[src/rtl/fi_pkg.sv]
// Shared types and constants for the fault-injection campaign sequencer.
package fi_pkg;

   typedef enum logic [2:0] {
      StIdle, StDraw, StWaitTrig, StDelay, StInject, StWaitEnd, StSocRst, StSettle
   } fi_state_e;

   // Right-shifting Galois taps for x^32+x^22+x^2+x+1.
   localparam logic [31:0] LFSR_POLY = 32'h8020_0003;

   // Entry 0 is listed last so it lands in the lowest slice.
   localparam logic [6:0][4:0] REG_TABLE = {5'd23, 5'd22, 5'd21, 5'd20, 5'd19, 5'd18, 5'd9};

   function automatic logic [4:0] reg_sel(input logic [2:0] idx);
      logic [2:0] i;
      i = (idx == 3'd7) ? 3'd0 : idx;
      return REG_TABLE[i];
   endfunction

   function automatic logic [15:0] sat_inc(input logic [15:0] v);
      return (v == 16'hFFFF) ? v : v + 16'd1;
   endfunction

endpackage

[src/rtl/fi_lfsr.sv]
// 32-bit Galois LFSR; load restores the seed, adv steps once.
module fi_lfsr #(
   parameter logic [31:0] SEED = 32'hACE1_2024
) (
   input  logic        clk,
   input  logic        load,
   input  logic        adv,
   output logic [31:0] value
);
   import fi_pkg::*;

   logic [31:0] state_q, state_d;

   always_comb begin
      state_d = state_q;
      if (load) begin
         state_d = SEED;
      end else if (adv) begin
         state_d = {1'b0, state_q[31:1]} ^ (state_q[0] ? LFSR_POLY : 32'h0);
      end
   end

   always_ff @(posedge clk) begin
      state_q <= state_d;
   end

   assign value = state_q;

endmodule

[src/rtl/fi_campaign_ctrl.sv]
// Fault-injection campaign sequencer: draws an injection per experiment, fires the
// fault strobe, classifies the outcome and holds the SoC in reset between runs.
module fi_campaign_ctrl
   import fi_pkg::*;
#(
   parameter int unsigned NEXP       = 10,
   parameter int unsigned FR         = 50,
   parameter logic [31:0] TIMEOUT    = 32'h0000_C000,
   parameter int unsigned DELAY_MIN  = 900,
   parameter int unsigned DELAY_LOG2 = 12,
   parameter int unsigned RST_CYCLES = 3,
   parameter logic [31:0] SEED       = 32'hACE1_2024
) (
   input  logic        clk,
   input  logic        rst,
   input  logic        start,
   input  logic        trig_i,
   input  logic        done_i,
   output logic        soc_rst_o,
   output logic        fault_en_o,
   output logic [4:0]  fault_bit_o,
   output logic [4:0]  fault_reg_o,
   output logic [15:0] exp_idx_o,
   output logic        busy_o,
   output logic        camp_done_o,
   output logic [15:0] n_inj_o,
   output logic [15:0] n_broken_o,
   output logic [15:0] n_clean_o
);

   // 17-bit threshold so FR=100 covers every 16-bit draw.
   localparam logic [16:0] INJ_THRESH = (FR >= 100) ? 17'd65536 : 17'((FR * 65536) / 100);
   localparam logic [15:0] LAST_IDX   = 16'(NEXP - 1);
   localparam logic [15:0] RST_LAST   = 16'(RST_CYCLES - 1);

   fi_state_e   state_q, state_d;
   logic        inj_q, inj_d;
   logic [31:0] delay_q, delay_d, dly_cnt_q, dly_cnt_d, to_cnt_q, to_cnt_d, to_nxt;
   logic [15:0] seq_cnt_q, seq_cnt_d, exp_idx_q, exp_idx_d;
   logic [15:0] n_inj_q, n_inj_d, n_broken_q, n_broken_d, n_clean_q, n_clean_d;
   logic        camp_done_q, camp_done_d;
   logic [4:0]  fault_bit_q, fault_bit_d, fault_reg_q, fault_reg_d;
   logic        soc_rst_q, fault_en_q, busy_q;
   logic        lfsr_adv;
   logic [31:0] rnd;

   fi_lfsr #(.SEED(SEED)) u_lfsr (
      .clk  (clk),
      .load (rst),
      .adv  (lfsr_adv),
      .value(rnd)
   );

   always_comb begin
      state_d     = state_q;
      inj_d       = inj_q;
      delay_d     = delay_q;
      dly_cnt_d   = dly_cnt_q;
      to_cnt_d    = to_cnt_q;
      seq_cnt_d   = seq_cnt_q;
      exp_idx_d   = exp_idx_q;
      n_inj_d     = n_inj_q;
      n_broken_d  = n_broken_q;
      n_clean_d   = n_clean_q;
      camp_done_d = camp_done_q;
      fault_bit_d = fault_bit_q;
      fault_reg_d = fault_reg_q;
      lfsr_adv    = 1'b0;
      to_nxt      = to_cnt_q + 32'd1;

      if (state_q inside {StDelay, StInject, StWaitEnd}) begin
         to_cnt_d = to_nxt;
      end

      case (state_q)
         StIdle: begin
            if (start) begin
               exp_idx_d   = '0;
               n_inj_d     = '0;
               n_broken_d  = '0;
               n_clean_d   = '0;
               camp_done_d = 1'b0;
               state_d     = StDraw;
            end
         end
         StDraw: begin
            inj_d       = ({1'b0, rnd[15:0]} < INJ_THRESH);
            delay_d     = 32'(DELAY_MIN) + 32'(rnd[16 +: DELAY_LOG2]);
            fault_bit_d = rnd[31:27];
            fault_reg_d = reg_sel(rnd[26:24]);
            lfsr_adv    = 1'b1;
            state_d     = StWaitTrig;
         end
         StWaitTrig: begin
            if (trig_i) begin
               to_cnt_d  = '0;
               dly_cnt_d = delay_q;
               if (!inj_q) begin
                  state_d = StWaitEnd;
               end else if (delay_q == 32'd0) begin
                  state_d = StInject;
               end else begin
                  state_d = StDelay;
               end
            end
         end
         StDelay: begin
            dly_cnt_d = dly_cnt_q - 32'd1;
            if (done_i) begin
               n_clean_d = sat_inc(n_clean_q);
               seq_cnt_d = '0;
               state_d   = StSocRst;
            end else if (dly_cnt_q == 32'd1) begin
               state_d = StInject;
            end
         end
         StInject: begin
            n_inj_d = sat_inc(n_inj_q);
            state_d = StWaitEnd;
         end
         StWaitEnd: begin
            // A completion in the timeout cycle still counts as clean.
            if (done_i) begin
               n_clean_d = sat_inc(n_clean_q);
               seq_cnt_d = '0;
               state_d   = StSocRst;
            end else if (to_nxt >= TIMEOUT) begin
               n_broken_d = sat_inc(n_broken_q);
               seq_cnt_d  = '0;
               state_d    = StSocRst;
            end
         end
         StSocRst: begin
            if (seq_cnt_q == RST_LAST) begin
               seq_cnt_d = '0;
               state_d   = StSettle;
            end else begin
               seq_cnt_d = seq_cnt_q + 16'd1;
            end
         end
         StSettle: begin
            if (seq_cnt_q == 16'd1) begin
               if (exp_idx_q == LAST_IDX) begin
                  camp_done_d = 1'b1;
                  state_d     = StIdle;
               end else begin
                  exp_idx_d = exp_idx_q + 16'd1;
                  state_d   = StDraw;
               end
            end else begin
               seq_cnt_d = seq_cnt_q + 16'd1;
            end
         end
         default: state_d = StIdle;
      endcase
   end

   always_ff @(posedge clk) begin
      if (rst) begin
         state_q     <= StIdle;
         inj_q       <= 1'b0;
         delay_q     <= '0;
         dly_cnt_q   <= '0;
         to_cnt_q    <= '0;
         seq_cnt_q   <= '0;
         exp_idx_q   <= '0;
         n_inj_q     <= '0;
         n_broken_q  <= '0;
         n_clean_q   <= '0;
         camp_done_q <= 1'b0;
         fault_bit_q <= '0;
         fault_reg_q <= '0;
         soc_rst_q   <= 1'b1;
         fault_en_q  <= 1'b0;
         busy_q      <= 1'b0;
      end else begin
         state_q     <= state_d;
         inj_q       <= inj_d;
         delay_q     <= delay_d;
         dly_cnt_q   <= dly_cnt_d;
         to_cnt_q    <= to_cnt_d;
         seq_cnt_q   <= seq_cnt_d;
         exp_idx_q   <= exp_idx_d;
         n_inj_q     <= n_inj_d;
         n_broken_q  <= n_broken_d;
         n_clean_q   <= n_clean_d;
         camp_done_q <= camp_done_d;
         fault_bit_q <= fault_bit_d;
         fault_reg_q <= fault_reg_d;
         soc_rst_q   <= (state_d == StSocRst);
         fault_en_q  <= (state_d == StInject);
         busy_q      <= (state_d != StIdle);
      end
   end

   assign soc_rst_o   = soc_rst_q;
   assign fault_en_o  = fault_en_q;
   assign fault_bit_o = fault_bit_q;
   assign fault_reg_o = fault_reg_q;
   assign exp_idx_o   = exp_idx_q;
   assign busy_o      = busy_q;
   assign camp_done_o = camp_done_q;
   assign n_inj_o     = n_inj_q;
   assign n_broken_o  = n_broken_q;
   assign n_clean_o   = n_clean_q;

endmodule

[config.mk]
export PLATFORM = sky130hd
export DESIGN_NAME = fi_campaign_ctrl
export DESIGN_NICKNAME = d
export VERILOG_FILES = /design/src/rtl/fi_pkg.sv /design/src/rtl/fi_lfsr.sv /design/src/rtl/fi_campaign_ctrl.sv
export SDC_FILE = /design/constraint.sdc
export NUM_CORES = 1
export LEC_CHECK = 0
export CAP_MARGIN = 20
export CORE_UTILIZATION = 53
export DETAILED_ROUTE_END_ITERATION = 8
export MAX_ROUTING_LAYER = met4
export PLACE_DENSITY_LB_ADDON = 0.08
export SLEW_MARGIN = 20
export SYNTH_ARGS = -nofsm -noshare
export SYNTH_HDL_FRONTEND = slang
export SYNTH_SLANG_ARGS = --single-unit
[constraint.sdc]
create_clock -name clk -period 2.7 [get_ports clk]
set_clock_uncertainty 0.1 [all_clocks]
set_input_delay 0.54 -clock clk [delete_from_list [all_inputs] [get_ports clk]]
set_output_delay 0.54 -clock clk [all_outputs]
set_load 0.03 [all_outputs]
-- Word-level counts from Yosys, hierarchy flattened
Memories as Yosys holds them, arrays and structs flattened. A register that Yosys moved wholly into a read port is not among the register bits.
Cells that the tools add are included.
- eq/ne operators: 31
- $lt $le $gt $ge: 2
- muxes and demuxes: 43
- bitwise operators: 1
- reduce and logical (&&, ||, !) cells: 18
- $add $sub $neg: 8
- operator list (cell ; count):
    $mux W16 ; 14
    $mux W32 ; 5
    $pmux W16 S2 ; 4
    $add A16 B1 Y16 const B ; 5
    $pmux W16 S4 ; 1
    $pmux W32 S2 ; 1
    $eq A16 B16 Y1 const B ; 3
    $mux W3 ; 11
    $add A32 B1 Y32 const B ; 1
    $eq A32 B1 Y1 const B ; 1
    $ge A32 B16 Y1 const B ; 1
    $logic_not A32 Y1 ; 1
    $sub A32 B1 Y32 const B ; 1
    $xor A31 B32 Y32 ; 1
    $pmux W3 S8 ; 1
    $ne A2 B2 Y1 const B ; 11
    $eq A3 B3 Y1 const B ; 7
    $eq A16 B1 Y1 const B ; 1
    $eq A16 B2 Y1 const B ; 1
    $eq A16 B4 Y1 const B ; 1
    $lt A16 B16 Y1 const B ; 1
    $reduce_and A4 Y1 ; 4
    $add A10 B12 Y13 const A ; 1
    $reduce_bool A2 Y1 ; 5
    other kinds (13) ; 20
- input port bits: 5
- logic and storage cells: 120
- memories kept: 1
- flip-flop bits (word level): 221
- output and inout port bits: 78
- memory bits (read-only): 40
- memory list (memory ; words ; width ; read ports ; clocked after Yosys merged registers in ; wr ports ; RTL line ; text):
    (no name shown) ; 8 ; 5 ; 1 ; 1 ; 0 ; fi_pkg.sv:17 ; return REG_TABLE[i];

-- Logic depth before layout (Yosys ltp)
Gate-level depths: netlist (run 1).
- word-level depth: 6
- depth in mapped cells: 12
- gate-level depth less buffers: 10

-- Hierarchy
A second synthesis (run 1) with hierarchy kept.
- cells, all modules: 1199
- area total of the unflattened synthesis: 10183.5 um^2
- modules (own cells, without submodules) (module ; area each (um^2) ; instances ; sequential area each (um^2) ; cells an instance):
    fi_campaign_ctrl ; 8972.4 ; 1 ; 3503.4 ; 1092
    fi_lfsr ; 1211.2 ; 1 ; 640.6 ; 107

-- Least setup slack after synthesis (run 1)
No wires, ideal clock.
- path kind: register to register
- from: register to_cnt_q[3]
- to: register seq_cnt_q[0]
- path buffers: 1
- arrival: 2.601 ns
- data required time: 2.479 ns
- slack: -0.121 ns
- library setup time: 0.121 ns
- period minus slack after synthesis: 2.821 ns
- cell stages (with the launch flop): 10
- cells stage by stage: dfxtp_1 -> nand4_4 -> nor4_4 -> nand2_1 -> xnor2_1 -> a2111o_1 -> nor4_4 -> o21a_1 -> buf_4 -> mux2_2
- cells in the longest elaborated chain, start to end: 4
- RTL lines (what ; RTL line ; text):
    start, declared ; fi_campaign_ctrl.sv:38 ; logic [31:0] delay_q, delay_d, dly_cnt_q, dly_cnt_d, to_cnt_q, to_cnt_d, to_nxt;
    start signal, assigned ; fi_campaign_ctrl.sv:181 ; to_cnt_q <= to_cnt_d;
    $add A32 B1 Y32 ; fi_campaign_ctrl.sv:69 ; to_nxt = to_cnt_q + 32'd1;
    $ge A32 B16 Y1 ; fi_campaign_ctrl.sv:127 ; end else if (to_nxt >= TIMEOUT) begin
    $ne A3 B2 Y1 (no source line) ; - ;
    $reduce_and A4 Y1 (no source line) ; - ;
    end signal, assigned ; fi_campaign_ctrl.sv:182 ; seq_cnt_q <= seq_cnt_d;
    end, declared ; fi_campaign_ctrl.sv:39 ; logic [15:0] seq_cnt_q, seq_cnt_d, exp_idx_q, exp_idx_d;
No other way between the ends.
A chain may end at the register's enable or synchronous reset.

-- Worst setup path after layout (run 1)
- from: register to_cnt_q[18]
- to: register seq_cnt_q[1]
Same word-level chain as after synthesis.

==> results of run 1 <==
## routing by layer
metal	wire length [µm]	vias to the layer above
li1	-	4615
met1	11200	4315
met2	11200	142
met3	767	32
met4	332	0
met5	0	-
## cell families after synthesis
kind of cell               synth area share
adders and majority gates            0.0189
and+or+nand+nor                       0.291
muxes                                0.0140
xor gates and xnor gates             0.0803
buffers and inverters                0.0363
DFF                                   0.412
AOI/OAI and AO/OA                     0.147
## power by group through the flow
| stage | registers [mW] | logic, mW | clock network, mW |
|---|---|---|---|
| after global placement | 3.47 | 1.39 | 0 |
| after detailed placement | 3.47 | 1.40 | 0 |
| final | 3.41 | 1.42 | 2.80 |
| after CTS | 3.41 | 1.42 | 2.87 |
| after floorplan | 3.47 | 0.995 | 0 |
| after global routing | 3.44 | 1.57 | 2.99 |
## repair_timing
| item | in CTS | in global routing |
|---|---|---|
| setup endpoints to repair | 32 | 43 |
| pin swaps | 36 | 9 |
| gates resized for setup | 34 | 28 |
| gates cloned | 2 | 0 |
| setup buffers | 10 | 4 |
## flip-flops by register name, summed over array words and instances, names as in the netlist, 3 cells and up
register / flops
n_broken_o: 16
fault_bit_o: 4
u_lfsr.value: 31
seq_cnt_q: 16
to_cnt_q: 32
state_q: 3
n_clean_o: 16
dly_cnt_q: 32
delay_q: 12
n_inj_o: 16
exp_idx_o: 16
fault_reg_o: 5
## cells in the mapped netlist (22+ instances only)
| cell | number |
|---|---|
| sky130_fd_sc_hd__nor2_1 | 155 |
| sky130_fd_sc_hd__nand2_1 | 162 |
| sky130_fd_sc_hd__nor4_1 | 22 |
| sky130_fd_sc_hd__and3_1 | 23 |
| sky130_fd_sc_hd__dfxtp_1 | 204 |
| sky130_fd_sc_hd__clkbuf_1 | 54 |
| sky130_fd_sc_hd__xnor2_1 | 33 |
| sky130_fd_sc_hd__nand4_1 | 35 |
| sky130_fd_sc_hd__nor3_1 | 28 |
| sky130_fd_sc_hd__xor2_1 | 58 |
| sky130_fd_sc_hd__o21ai_0 | 28 |
| sky130_fd_sc_hd__a21oi_1 | 97 |
| sky130_fd_sc_hd__nand3_1 | 54 |
## path summary, 6_finish.rpt
path	startpoint	endpoint	slack, ps	depth (start not counted)
min	u_lfsr.value[12]$_SDFFE_PP0P_	u_lfsr.value[11]$_SDFFE_PP0P_	350	2
min reg2reg	u_lfsr.value[12]$_SDFFE_PP0P_	u_lfsr.value[11]$_SDFFE_PP0P_	350	2
max reg2reg	to_cnt_q[18]$_SDFF_PP0_	seq_cnt_q[1]$_SDFFE_PP0P_	-70	9
max	to_cnt_q[18]$_SDFF_PP0_	seq_cnt_q[1]$_SDFFE_PP0P_	-70	9
## worst min-delay path, cell delays in order, from the launching register on
cell                      delay (ps)
sky130_fd_sc_hd__dfxtp_1         310
sky130_fd_sc_hd__nand2_1          50
sky130_fd_sc_hd__a21oi_1          50
## placed cells by master, fill, tap and decap left out, drive strengths merged, types with 6 or more instances in the layout
master,count
nand3,54
nor3,29
nor4,26
nand2,162
mux2,7
nor3b,7
clkdlybuf4s50,81
a311oi,7
nor2,155
buf,105
inv,19
a21oi,97
a211oi,19
ha,15
xnor2,33
nand4,36
or3,14
o31ai,13
o21ai,29
xor2,58
mux2i,6
o21a,13
or4,16
dfxtp,204
a31oi,6
and3,23
and2,13
and4,13
nand2b,8
o22ai,8
clkbuf,34
## through the flow
| stage | hold WS [ps] | instance area, µm² | worst slack [ps] | TNS, ps | cells |
|---|---|---|---|---|---|
| after detailed placement | 344 | 11500 | -311 | -2720 | 1546 |
| after global placement | 340 | 11500 | -263 | -1270 | 1546 |
| after global routing | 372 | 12500 | -174 | -3320 | 1600 |
| after floorplan | 332 | 9960 | 10.9 | 0 | 1215 |
| final | 353 | 12500 | -74.9 | -515 | 1600 |
| after CTS | 352 | 12400 | -77.9 | -358 | 1596 |
## area by class of cell
cell class,count,area (µm²),share of cell area
clock inverter,4,20.0,0.00160
tap,229,287,0.0229
sequential,204,4100,0.327
inverter,19,71.3,0.00569
clock buffer,34,647,0.0516
multi-input combinational,924,5690,0.454
timing repair buffer,186,1720,0.137
==> results.md, run 1 <==
- The run finished, with violations left.
- The checks that failed: DRC, setup timing.
- The chip width is 139 µm.
- The highest fanout seen on the critical path is 5.
- The count of pins over their slew limit is 0.
- The fraction of layout cells with a size suffix above 1 is 0.149.
- For this block, the initial DRC count from the detailed router was 503.
- The met2 demand-to-capacity share in global routing is 0.415.
- In this run the standard cell core region covers 0.0181 mm².
- For this design the ratio of total power to cell area is 610 mW/mm².
- Entering global routing, the biggest net connects 52 pins.
- The critical path is of the flip-flop to flip-flop type.
- For this block, the via count after detailed routing is 9,104.
- The required time of the critical path is 2980 ps.
- Clock tree synthesis found a total of 204 sinks.
- CTS built an H-tree with a depth of 1.
- The TritonCTS clock tree is yes.
- Traced cell by cell, the critical path runs through nand3_1 > nor3_4 > nand4_1 > xnor2_1 > a2111o_1 > nor4_4 > buf_12 > o21a_4 > mux2_4.
- The maximum VDD drop is 0.552 mV.
- The floorplan has 49 rows.
- The internal power is 5.43 mW.
- At the end of routability-driven placement, the weighted congestion stood at 0.877.
- The relative contribution of sequential cells to total power is 0.447.
- Timing would allow up to 0.360 GHz.
- For this run, asynchronously set or reset flops after synthesis account for 0.
- The met3 track demand over resource in global routing is 0.0307.
- The number of instances in the synthesized netlist is 1,215.
- The met1 track utilization from global routing is 0.318.
- The detail route stage leaves a number of antenna-violating nets equal to 0.
- Counting flops and latches in the post-synthesis netlist gives 204.
- The maximum buffer depth of the clock tree is 3.
- The total wire length after detailed routing is 23.5 mm.
- Clock-pin slew was measured on the worst setup and hold paths at 60 ps.
- The cell taking the most area after synthesis is sky130_fd_sc_hd__dfxtp_1.
- The number of global-route vias before repair came to 8,442.
- Together, buffers and inverters on the worst path number 1.
- The cell with the biggest individual delay on the critical path is sky130_fd_sc_hd__a2111o_1.
- Of the total power, the clock network draws 0.367.
- The worst slew slack as a fraction of its limit is 0.618.
- The count of buffers added on input and output ports is 82.
- The number of optimization iterations in the first detailed-route pass is 9.
- For this run, the register share of the synthesized area comes to 0.412.
- Buffers inserted during clock tree synthesis total 23.
- The utilization of the core after routing is 0.691.
- The fraction of synthesized cell area taken by the top area cell type is 0.412.
- The number of inserted diodes is 0.
- By area the synthesized netlist is led by sky130_fd_sc_hd__dfxtp_1 (41%), sky130_fd_sc_hd__nand2_1 (6.1%), sky130_fd_sc_hd__nor2_1 (5.9%).
- The worst-skew pair later-pin latency is 500 ps.
- In this run, synthesis inferred 0 flip-flops with an integrated enable.
- The floorplan die height is 139 µm.
- STA puts the critical path data arrival time at 3060 ps.
- In the final design database the tool counted 1,378 nets.
- The completed layout was analyzed and its total power is 7.64 mW.
- At the pin with the least slew margin, the transition time is 572 ps.
- The number of different library cells used by synthesis comes to 69.
- The number of failing hold endpoints at the final stage is 0.
- The die covers 0.0193 mm².
- Once routing completed, OpenROAD measured the worst setup slack at -74.9 ps.
- The sum of net half-perimeters after detailed placement is 15.9 mm.
- The DRC violation count after routing is 5.
- The total nets after synthesis is 1,235.
- The static leakage power is 4.61 nW.
- The mapped cell area is 0.00992 mm².
- The hold buffer count at cts is 0.
- The count of synthesis-stage warnings from yosys is 0.
- The smallest clock period supported by the final layout is computed as 2770 ps.
- The net switching share of the total power is 0.289.
- The total overflow reported by the global router is 0.
- After global routing, the most crowded layer is met2.
- The most used flip-flop cell after synthesis is sky130_fd_sc_hd__dfxtp_1.
- The average wire per standard cell is 14.7 µm.
- The worst hold path belongs to the class flip-flop to flip-flop.
- The signed area change from the synthesized netlist to the final layout is 26.3%.
- The analysis attributes to net switching a power of 2.21 mW.
- The filler cells instantiated in the layout total 1,531.
- The wire length of the first global-routing pass is 39.6 mm.
- On the worst path, the slowest cell contributes a delay of 440 ps.
- Dividing the detail-routed via count by the number of cells gives 5.69.
- The share of the clock period used by the worst path is 1.03.
- The I/O pin count is 83.
- The initial utilization of the core area, before any placement, comes to 0.547.
- Setup repair after global routing could not meet its margin everywhere.
- The kind of cell with the highest combined delay along the critical path is simple AND/OR/NAND/NOR gates.
- The worst setup path is launched from a flip-flop.
- The number of antenna violations at the first check in global routing came to 0.
- The endpoint class of the critical path is a flip-flop.
- The part of the total power dissipated in combinational logic is 0.186.
- The max-capacitance violation count is 0.
- A synthesized cell averages 8.16 µm².
- The number of failing setup endpoints in the final timing report is 17.
- Across every metal layer, demand over resource in global routing totals 0.246.
- The clock root buffer is sky130_fd_sc_hd__clkbuf_16.
No activity file was read; power rests on OpenSTA's default activity.
==> run 2: changes to the inputs <==
--- a/config.mk
+++ b/config.mk
@@ -6,10 +6,12 @@
 export NUM_CORES = 1
 export LEC_CHECK = 0
 export CAP_MARGIN = 20
+export CORE_MARGIN = 5
 export CORE_UTILIZATION = 53
 export DETAILED_ROUTE_END_ITERATION = 8
+export GPL_TIMING_DRIVEN = 0
 export MAX_ROUTING_LAYER = met4
-export PLACE_DENSITY_LB_ADDON = 0.08
+export PLACE_DENSITY = 0.77
 export SLEW_MARGIN = 20
 export SYNTH_ARGS = -nofsm -noshare
 export SYNTH_HDL_FRONTEND = slang
==> results.md, run 2 (synthesized netlist as in run 1, its figures left out) <==
- The run finished, with violations left.
- The checks that failed: setup timing.
- The part of the total power dissipated in combinational logic is 0.179 (-0.007).
- The total wire length after detailed routing is 26.7 mm (+14%).
- The combined global-route utilization of all metal layers is 0.238 (-0.00769).
- The chip width is 147 µm (+5.8%).
- The H-tree level count is 1 (unchanged).
- TritonCTS built the clock tree.
- The internal power was 5.79 mW (+6.6%).
- The DRC violation count after routing is 0 (-5).
- The hold buffer count at cts came to 0 (unchanged).
- The most common library cell in the layout ignoring fill and taps is sky130_fd_sc_hd__dfxtp_1.
- The initial core utilization is 0.534 (-0.0127).
- The maximum number of pins on one net before global-route repair is 14 (-73%).
- The wire length of the first global-routing pass is 42.9 mm (+8.4%).
- The transition time at the pin with the least slew margin was 790 ps (+218 ps).
- The number of rows in the core area is 50 (+2.0%).
- The startpoint kind of the worst setup timing path is a flip-flop.
- The number of buffers inserted during clock tree synthesis came to 23 (unchanged).
- The setup slack of the most critical reg-to-reg path is -300 ps (-220 ps).
- The number of global-route vias before repair is 8,771 (+3.9%).
- The reg-to-reg endpoint is soc_rst_o$_SDFF_PP1_.
- The required time of the critical path is 2990 ps (about the same).
- The worst-skew pair later-pin latency is 510 ps (about the same).
- The mean number of vias per cell is 5.92 (+4.0%).
- The I/O pin count is 83 (unchanged).
- The worst slew slack as a fraction of its limit was 0.473 (-0.145).
- The full die area is 0.0216 mm² (+12%).
- The maximum buffer depth of the clock tree is 3 (unchanged).
- The top achievable clock speed came to 0.334 GHz (-7.4%).
- The remaining number of nets flagged by the antenna check after routing is 0 (unchanged).
- The worst reg2reg path depth is 10 (+1).
- The number of antenna violations at the first check in global routing was 0 (unchanged).
- Compared with the post-synthesis result, the final layout area differs by 27.9%.
- The number of failing hold endpoints at the final stage is 0 (unchanged).
- The clock transition at the registers of the reported paths is 60 ps (about the same).
- The utilization of the core after routing is 0.683 (-0.00794).
- The maximum VDD drop is 0.416 mV (-25%).
- The worst path arrival time came to 3290 ps (+230 ps).
- The placeable core region is 0.0186 mm² (+2.4%).
- The net count of the finished layout is 1,385 (+0.51%).
- The part of the total power dissipated in the clock network is 0.406 (+0.039).
- The minimum clock period after layout was 3000 ps (+222 ps).
- The number of clock sinks is 204 (unchanged).
- The start-to-end type of the worst setup path is flip-flop to flip-flop.
- The count of routing violations after the opening detailed-route iteration is 655 (+30%).
- The sum of net half-perimeters after detailed placement is 17.3 mm (+8.7%).
- The average wire per standard cell is 16.5 µm (+13%).
- The count of buffers inserted at the top-level ports is 81 (-1.2%).
- The area after detailed placement came to 0.0111 mm² (-3.5%).
- The fraction of layout cells with a size suffix above 1 is 0.151 (+0.00171).
- The relative contribution of sequential cells to total power was 0.416 (-0.031).
- The number of optimization iterations in the first detailed-route pass is 6 (-3).
- The areal power density over the cells is 643 mW/mm² (+5.4%).
- The net switching share of the total power is 0.290 (+0.000572).
- The highest fanout seen on the critical path is 5 (unchanged).
- The worst hold path stage count is 2 (unchanged).
- The sum of internal, switching and leakage power is 8.15 mW (+6.7%).
- The power spent charging and discharging nets is 2.36 mW (+6.9%).
- The classification of the worst-slack hold path is flip-flop to flip-flop.
- The endpoint of the worst hold-timing path is u_lfsr.value[7]$_SDFFE_PP0P_.
- The final instance area was 0.0127 mm² (+1.2%).
- The hold path startpoint is u_lfsr.value[8]$_SDFFE_PP0P_.
- The placer's final routability congestion estimate came to 0.915 (+4.4%).
- The count of pins over their slew limit was 0 (unchanged).
- The endpoint class of the critical path is a flip-flop.
- The number of vias after detailed routing is 9,564 (+5.1%).
- The floorplan die height is 147 µm (+5.8%).
- In the layout the commonest cells are sky130_fd_sc_hd__dfxtp_1 (182), sky130_fd_sc_hd__nand2_1 (160), sky130_fd_sc_hd__nor2_1 (152).
- Setup repair after global routing could not meet its margin everywhere.
- The number of inserted diodes is 0 (unchanged).
- The max-capacitance violation count was 0 (unchanged).
- The tree is rooted in a sky130_fd_sc_hd__clkbuf_16.
- The total overflow reported by the global router came to 0 (unchanged).
- The critical register-to-register path startpoint is to_cnt_q[13]$_SDFF_PP0_.
- The final worst slack is -297 ps (-222 ps).
- The share of the clock period used by the worst path was 1.11 (+0.0824).
- The number of failing setup endpoints in the final timing report was 35 (+18).
- The static leakage power is 4.63 nW (+0.45%).
## run 2: worst max-delay path by stage
| stage | to | slack, ps | from |
|---|---|---|---|
| after floorplan | seq_cnt_q[0]$_SDFFE_PP0P_ | 10 | to_cnt_q[10]$_SDFF_PP0_ |
| after global placement | seq_cnt_q[1]$_SDFFE_PP0P_ | -410 | to_cnt_q[10]$_SDFF_PP0_ |
| after detailed placement | seq_cnt_q[1]$_SDFFE_PP0P_ | -420 | to_cnt_q[2]$_SDFF_PP0_ |
| after CTS | seq_cnt_q[1]$_SDFFE_PP0P_ | -210 | to_cnt_q[11]$_SDFF_PP0_ |
| after global routing | seq_cnt_q[15]$_SDFFE_PP0P_ | -310 | to_cnt_q[2]$_SDFF_PP0_ |
| final | soc_rst_o$_SDFF_PP1_ | -300 | to_cnt_q[13]$_SDFF_PP0_ |
## run 2: metrics by stage
step                setup TNS [ps]  hold slack, ps  setup WS, ps  instances
floorplan                        0             332          10.9       1215
global placement            -24690             341          -411       1530
detailed placement          -28590             345          -419       1530
CTS                          -3960             355          -207       1594
global route                 -8170             369          -306       1616
finish                       -5310             349          -297       1616
## run 2: cell type report
| class | count | area, µm² |
|---|---|---|
| Fill cell | 1502 | 5900 |
| Buffer | 64 | 339 |
| Clock inverter | 9 | 128 |
| Tap cell | 234 | 293 |
| Multi-Input combinational cell | 924 | 5820 |
| Clock buffer | 33 | 683 |
| Timing Repair Buffer | 129 | 1210 |
| Sequential cell | 204 | 4140 |
| Inverter | 19 | 71.3 |
## run 2: critical path: stages (launching register included)
cell	delay (ps)
sky130_fd_sc_hd__dfxtp_4	360
sky130_fd_sc_hd__nand4_1	110
sky130_fd_sc_hd__buf_6	150
sky130_fd_sc_hd__nor4_4	250
sky130_fd_sc_hd__buf_4	190
sky130_fd_sc_hd__nand4_1	100
sky130_fd_sc_hd__xnor2_1	160
sky130_fd_sc_hd__a2111o_1	490
sky130_fd_sc_hd__or4_4	530
sky130_fd_sc_hd__o21a_1	220
sky130_fd_sc_hd__a31o_1	210
## run 2: power by group through the flow
stage / clock network [mW] / logic (mW) / registers [mW]
after floorplan: 0 / 0.995 / 3.47
after global placement: 0 / 1.38 / 3.45
after detailed placement: 0 / 1.40 / 3.45
after CTS: 3.35 / 1.42 / 3.39
after global routing: 3.49 / 1.62 / 3.42
final: 3.31 / 1.46 / 3.39
## run 2: metal layers
| metal | track usage | vias up | routed length (µm) |
|---|---|---|---|
| met3 | 0.0287 | 67 | 1240 |
| met5 | - | - | 0 |
| met1 | 0.310 | 4567 | 11600 |
| met2 | 0.394 | 291 | 13000 |
| li1 | - | 4639 | - |
| met4 | 0.0673 | 0 | 854 |
## run 2: what timing repair did
item / in CTS / in global routing
endpoints found under the setup margin: 90 / 128
cloned: 1 / 1
pin swaps: 39 / 36
resized for setup: 63 / 76
setup buffers: 25 / 22
